`src/rtl/mult8_pkg.sv`:
```
// Shared types and constants for the 8x8 signed shift-add multiplier.
package mult8_pkg;

    typedef enum logic [1:0] {
        IDLE,
        ADD,
        SHIFT,
        DONE
    } state_t;

    localparam int unsigned MULT_ITERS = 8;
    localparam int unsigned COUNT_W    = 4;

    localparam logic [COUNT_W-1:0] LAST_ITER = COUNT_W'(MULT_ITERS - 1);

endpackage

```
`src/rtl/add_sub9.sv`:
```
// 9-bit signed adder/subtractor: S = sext(A) + sext(B) when fn=0, sext(A) - sext(B) when fn=1.
module add_sub9 (
    input  logic [7:0] A,
    input  logic [7:0] B,
    input  logic       fn,
    output logic [8:0] S
);

    logic [8:0] a_ext;
    logic [8:0] b_ext;

    always_comb begin
        a_ext = {A[7], A};
        b_ext = {B[7], B} ^ {9{fn}};
        // Two's-complement subtract: invert and add fn as the carry-in.
        S     = a_ext + b_ext + {8'b0, fn};
    end

endmodule

```
`src/rtl/mult8_fsm.sv`:
```
// Control sequencer for mult8_ctrl: state, iteration count and datapath strobes.
module mult8_fsm
    import mult8_pkg::*;
(
    input  logic clk,
    input  logic rst_n,
    input  logic run,
    input  logic clear_a_load_b,
    output logic clr_ld,
    output logic ld_s,
    output logic add_en,
    output logic shift_en,
    output logic fn,
    output logic busy,
    output logic done
);

    state_t             state;
    state_t             state_next;
    logic [COUNT_W-1:0] count;
    logic               last_iter;

    assign last_iter = (count == LAST_ITER);

    always_ff @(posedge clk or negedge rst_n) begin
        if (!rst_n) begin
            state <= IDLE;
            count <= '0;
        end else begin
            state <= state_next;
            if (ld_s) begin
                count <= '0;
            end else if (shift_en) begin
                // Wrap on the final shift so the terminal count is never held in DONE.
                count <= last_iter ? '0 : count + 1'b1;
            end
        end
    end

    always_comb begin
        state_next = state;
        clr_ld     = 1'b0;
        ld_s       = 1'b0;
        add_en     = 1'b0;
        shift_en   = 1'b0;
        fn         = 1'b0;
        busy       = 1'b0;
        done       = 1'b0;

        unique case (state)
            IDLE: begin
                if (run) begin
                    ld_s       = 1'b1;
                    state_next = ADD;
                end else if (clear_a_load_b) begin
                    clr_ld = 1'b1;
                end
            end
            ADD: begin
                busy       = 1'b1;
                add_en     = 1'b1;
                fn         = last_iter;
                state_next = SHIFT;
            end
            SHIFT: begin
                busy       = 1'b1;
                shift_en   = 1'b1;
                state_next = last_iter ? DONE : ADD;
            end
            DONE: begin
                done = 1'b1;
                if (!run) begin
                    state_next = IDLE;
                end
            end
            default: begin
                state_next = IDLE;
            end
        endcase
    end

endmodule

```
`src/rtl/mult8_ctrl.sv`:
```
// Sequential 8x8 signed shift-add multiplier: X:A:B datapath around add_sub9, sequenced by mult8_fsm.
module mult8_ctrl
    import mult8_pkg::*;
(
    input  logic       Clk,
    input  logic       Reset_n,
    input  logic       ClearA_LoadB,
    input  logic       Run,
    input  logic [7:0] Switches,
    output logic [7:0] Aval,
    output logic [7:0] Bval,
    output logic       Xval,
    output logic       Busy,
    output logic       Done
);

    logic       clr_ld;
    logic       ld_s;
    logic       add_en;
    logic       shift_en;
    logic       fn;
    logic [7:0] a_reg;
    logic [7:0] b_reg;
    logic [7:0] s_reg;
    logic       x_reg;
    logic [8:0] sum;

    mult8_fsm u_fsm (
        .clk            (Clk),
        .rst_n          (Reset_n),
        .run            (Run),
        .clear_a_load_b (ClearA_LoadB),
        .clr_ld         (clr_ld),
        .ld_s           (ld_s),
        .add_en         (add_en),
        .shift_en       (shift_en),
        .fn             (fn),
        .busy           (Busy),
        .done           (Done)
    );

    add_sub9 u_add_sub9 (
        .A  (a_reg),
        .B  (s_reg),
        .fn (fn),
        .S  (sum)
    );

    always_ff @(posedge Clk or negedge Reset_n) begin
        if (!Reset_n) begin
            a_reg <= '0;
            b_reg <= '0;
            s_reg <= '0;
            x_reg <= 1'b0;
        end else if (ld_s) begin
            s_reg <= Switches;
            a_reg <= '0;
            x_reg <= 1'b0;
        end else if (clr_ld) begin
            a_reg <= '0;
            x_reg <= 1'b0;
            b_reg <= Switches;
        end else if (add_en) begin
            if (b_reg[0]) begin
                {x_reg, a_reg} <= sum;
            end else begin
                x_reg <= a_reg[7];
            end
        end else if (shift_en) begin
            a_reg <= {x_reg, a_reg[7:1]};
            b_reg <= {a_reg[0], b_reg[7:1]};
        end
    end

    assign Aval = a_reg;
    assign Bval = b_reg;
    assign Xval = x_reg;

endmodule

```
`config.mk`:
```
export PLATFORM = sky130hd
export DESIGN_NAME = mult8_ctrl
export DESIGN_NICKNAME = d
export VERILOG_FILES = /design/src/rtl/mult8_pkg.sv /design/src/rtl/add_sub9.sv /design/src/rtl/mult8_fsm.sv /design/src/rtl/mult8_ctrl.sv
export SDC_FILE = /design/constraint.sdc
export NUM_CORES = 1
export LEC_CHECK = 0
export BUFFER_PORTS_ARGS = -buffer_cell sky130_fd_sc_hd__clkbuf_2
export CAP_MARGIN = 20
export CORE_ASPECT_RATIO = 1.75
export CORE_UTILIZATION = 30
export CTS_CLUSTER_DIAMETER = 200
export DETAILED_ROUTE_END_ITERATION = 8
export SYNTH_ARGS = -nofsm -noshare
export SYNTH_HDL_FRONTEND = slang
export SYNTH_SLANG_ARGS = --single-unit
```
`constraint.sdc`:
```
create_clock -name Clk -period 3.9 [get_ports Clk]
set_input_delay 0.195 -clock Clk [delete_from_list [all_inputs] [get_ports Clk]]
set_output_delay 0.195 -clock Clk [all_outputs]
set_load 0.01 [all_outputs]
```
==> reports/summary.md <==
The flow ran to the end, but the final reports show violations. The checks that failed: hold timing. Derived from the worst setup path, the maximum achievable clock frequency is 0.309 GHz.

The mapped cell area was 1930 sq um; the largest fanout of any net on the critical path was 11. For the total number of clock tree sinks, the log shows 31. The mean number of vias per cell was 4.94. The die width is 62.7 um, and the number of diodes added for antenna fixing is 0. For this run, design rule violations remaining after detail routing come to 0. The vertical extent of the die is 108 um, and the area of the die is 6780 sq um. Entering global routing, the biggest net connects 32 pins.

The half-perimeter wire length after detailed placement was 3270 um; the count of port buffers added during placement was 30. The total count of max-transition violations in the final report came out at 0. The first global-routing pass estimated 7210 um of wire. The run gives -0.0160 ns as the worst hold-check slack. Summed over all nets, the switching power comes to 0.000811 W.

The via count of the first global-routing pass was 1,503. Post-route minimum period: 3.24 ns. Summed over all instances, the cell type with the most area after synthesis is sky130_fd_sc_hd__dfrtp_1. The run gives 0.156 as the clock network power share. The logs give 645 for the number of inserted filler cells in the final layout and 0 for the total of warnings raised by yosys.

Max-slew headroom at the worst pin: 0.462. In this run the power density over the cells is 830 nW/um^2. The clock passes through at most 2 buffers. The logs give 31 for the I/O pin count and 0.00926 ns for the clock skew. The tools report the remaining antenna violation count after routing as 0. The number of violations of the max-capacitance limit is 0, and the total global-route track usage is 0.139. The final layout contains routed wiring with a total length of 4250 um.

IR analysis of the VDD net gives a maximum drop of 0.000241 V. Setup repair after global routing left no endpoint under its margin. The worst hold path belongs to the class input pin to asynchronous set/reset pin. Synthesis produced a netlist with a net count of 216.

The worst setup path is captured at a register. For the count of final hold-check violations, the log shows 30. Yosys attributes the largest share of cell area to sky130_fd_sc_hd__dfrtp_1 (40%), sky130_fd_sc_hd__ha_1 (9.1%), sky130_fd_sc_hd__mux2i_1 (5.7%), sky130_fd_sc_hd__o21ai_0 (5.4%), sky130_fd_sc_hd__mux2_2 (5.2%). For this design the static power due to leakage is 1.04 nW. The post-route fraction of the period consumed by the critical path came out at 0.830. Setup violations remaining at the end of the flow were counted as 0. Leaving out fill and tap cells, the most frequent cells in the layout are sky130_fd_sc_hd__dfrtp_1 (31), sky130_fd_sc_hd__clkbuf_2 (30), sky130_fd_sc_hd__nand2_1 (21), sky130_fd_sc_hd__o21ai_0 (21), sky130_fd_sc_hd__ha_1 (14). The internal portion of total power is 0.00104 W.

For the share of the yosys chip area belonging to registers, the log shows 0.401. The run gives 0 as the number of antenna violations at the first check in global routing. For the pin with the worst max-slew slack, the measured transition is 0.807 ns.

From synthesis to final layout, the design area changed by 15.5%. The clock reaches the later pin of the worst-skew pair after 0.29 ns. The synthesized netlist cell count is 189, and the share of the core filled with cells in the final layout is 0.358.

The switching share of power was 0.438; the placer congestion estimate was 0.802. The clock transition time at the flip-flop clock pins of the worst setup and hold paths works out to 0.07 ns. The run gives 0 as the residual overflow from global routing. Most frequent standard cell in the layout excluding fill and tap cells: sky130_fd_sc_hd__dfrtp_1. The sequential share of power is 0.324. For the final routed database, the setup TNS stands at 0 ns. In this run, CTS created clock tree buffers numbering 5. TritonCTS built the clock tree.

The tools report the master cell of the clock root buffer as sky130_fd_sc_hd__clkbuf_8. In the final routed layout, each cell accounts on average for 14.2 um. The logs give 0 for the quantity of gates resized following cts and 0.310 for the starting density of the core.

The tools report the first-pass iteration count of the detailed router as 4. The portion of synthesized cell area occupied by the leading cell type came out at 0.401. After the first detailed-routing iteration, the DRC count stood at 39.

The number of vias in the routed layout is 1,481. The synthesized design contains 31 register bits. The floorplan row count is 38. The net count of the finished layout is 246.

Yosys mapped the design onto 39 distinct sky130hd cell types. The H-tree was split into 2 levels. Hold buffer count at CTS: 0. In this run the mean area of a mapped cell was 10.2 sq um.

The area of the core is 6230 sq um. Critical path class: register to register. The run gives 3.41 ns as the arrival time reported for the critical path endpoint.

The proportion of power drawn by combinational gates was 0.520; the number of buffers inserted by post-CTS setup repair was 0. Kind of start point of the critical path: a register. The fraction of final layout cells with drive strength greater than 1 works out to 0.236.

Required arrival time at the worst endpoint: 4.07 ns.
==> cell families after synthesis <==
group / Yosys count / synth area share
adders and majority gates: 15 / 0.101
and+or+nand+nor: 44 / 0.112
AOI/OAI and AO/OA: 53 / 0.175
DFF: 31 / 0.401
muxes: 20 / 0.109
xor gates and xnor gates: 14 / 0.0634
buffers and inverters: 12 / 0.0382
==> cell type report <==
| cell class | instances | area, sq um | share of cell area |
|---|---|---|---|
| Clock buffer | 7 | 96.3 | 0.0432 |
| Clock inverter | 1 | 7.51 | 0.00336 |
| Inverter | 5 | 18.8 | 0.00841 |
| Multi-Input combinational cell | 146 | 1080 | 0.485 |
| Sequential cell | 31 | 776 | 0.348 |
| Tap cell | 80 | 100 | 0.0448 |
| Timing Repair Buffer | 30 | 150 | 0.0673 |
==> power by group through the flow <==
stage | Clock, W | Sequential [W] | Combinational, W
finish | 0.000289 | 0.000601 | 0.000963
global route | 0.000311 | 0.000624 | 0.00109
CTS | 0.000298 | 0.000605 | 0.000977
detailed placement | 0 | 0.000612 | 0.000969
global placement | 0 | 0.000606 | 0.000962
floorplan | 0 | 0.000599 | 0.000744
==> stage by stage <==
step	instances	instance area [sq um]	hold WS, ns	worst slack, ns	power [W]
final	300	2230	-0.0160	0.663	0.00185
after global routing	300	2230	0.0426	0.380	0.00203
after CTS	300	2230	0.0117	0.628	0.00188
after detailed placement	292	2130	0.329	0.626	0.00158
after global placement	292	2130	0.323	0.693	0.00157
after floorplan	189	1930	-0.101	1.51	0.00134
==> path summary, 6_finish.rpt <==
path / start / to / slack [ns] / cells past startpoint
setup / recovery: u_fsm.state[1]$_DFFE_PN0P_ / Aval[7]$_DFFE_PN0P_ / 0.66 / 10
hold / removal: Reset_n / Aval[6]$_DFFE_PN0P_ / -0.02 / 1
setup reg to reg: u_fsm.state[1]$_DFFE_PN0P_ / Aval[7]$_DFFE_PN0P_ / 0.66 / 10
hold reg to reg: Bval[5]$_DFFE_PN0P_ / Bval[5]$_DFFE_PN0P_ / 0.51 / 2
max in group asynchronous: Reset_n / u_fsm.state[0]$_DFFE_PN0P_ / 3.40 / 1
min in group Clk: Switches[6] / s_reg[6]$_DFFE_PN0P_ / 0.16 / 2
==> worst max-delay path, cell delays in order, from the launching register on <==
cell,delay (ns)
sky130_fd_sc_hd__dfrtp_1,0.42
sky130_fd_sc_hd__inv_1,0.13
sky130_fd_sc_hd__ha_1,0.37
sky130_fd_sc_hd__nand4b_1,0.53
sky130_fd_sc_hd__xnor2_1,0.47
sky130_fd_sc_hd__ha_1,0.31
sky130_fd_sc_hd__a31oi_1,0.27
sky130_fd_sc_hd__o21ai_4,0.11
sky130_fd_sc_hd__a211oi_1,0.27
sky130_fd_sc_hd__xor2_1,0.16
sky130_fd_sc_hd__o21ai_0,0.08
==> per-layer routing <==
layer | wire (um) | up-vias | track usage
met5 | 0 | - | 0
met4 | 109 | 0 | 0.0731
met3 | 93 | 9 | 0.0243
met2 | 2360 | 23 | 0.259
met1 | 1690 | 714 | 0.146
li1 | - | 735 | -
==> cells in the mapped netlist <==
| library cell | instances |
|---|---|
| sky130_fd_sc_hd__a211oi_1 | 2 |
| sky130_fd_sc_hd__a21o_1 | 1 |
| sky130_fd_sc_hd__a21oi_1 | 8 |
| sky130_fd_sc_hd__a22oi_1 | 5 |
| sky130_fd_sc_hd__a31o_2 | 1 |
| sky130_fd_sc_hd__a31oi_1 | 3 |
| sky130_fd_sc_hd__a41oi_2 | 1 |
| sky130_fd_sc_hd__and2_0 | 1 |
| sky130_fd_sc_hd__buf_2 | 2 |
| sky130_fd_sc_hd__buf_4 | 1 |
| sky130_fd_sc_hd__buf_6 | 3 |
| sky130_fd_sc_hd__clkbuf_1 | 1 |
| sky130_fd_sc_hd__dfrtp_1 | 31 |
| sky130_fd_sc_hd__fa_1 | 1 |
| sky130_fd_sc_hd__ha_1 | 14 |
| sky130_fd_sc_hd__inv_1 | 5 |
| sky130_fd_sc_hd__mux2_2 | 9 |
| sky130_fd_sc_hd__mux2i_1 | 11 |
| sky130_fd_sc_hd__nand2_1 | 21 |
| sky130_fd_sc_hd__nand2b_1 | 3 |
| sky130_fd_sc_hd__nand3_1 | 2 |
| sky130_fd_sc_hd__nand3b_1 | 3 |
| sky130_fd_sc_hd__nand4_1 | 2 |
| sky130_fd_sc_hd__nand4b_1 | 2 |
| sky130_fd_sc_hd__nor2_1 | 5 |
| sky130_fd_sc_hd__nor2b_1 | 2 |
| sky130_fd_sc_hd__nor3_1 | 1 |
| sky130_fd_sc_hd__nor3b_1 | 1 |
| sky130_fd_sc_hd__o211ai_1 | 3 |
| sky130_fd_sc_hd__o21a_2 | 1 |
| sky130_fd_sc_hd__o21ai_0 | 21 |
| sky130_fd_sc_hd__o21ai_1 | 2 |
| sky130_fd_sc_hd__o21ai_2 | 1 |
| sky130_fd_sc_hd__o21ai_4 | 1 |
| sky130_fd_sc_hd__o21bai_1 | 2 |
| sky130_fd_sc_hd__o31ai_1 | 1 |
| sky130_fd_sc_hd__or3_1 | 1 |
| sky130_fd_sc_hd__xnor2_1 | 9 |
| sky130_fd_sc_hd__xor2_1 | 5 |
Note: power is estimated with default switching activity, not from simulation.
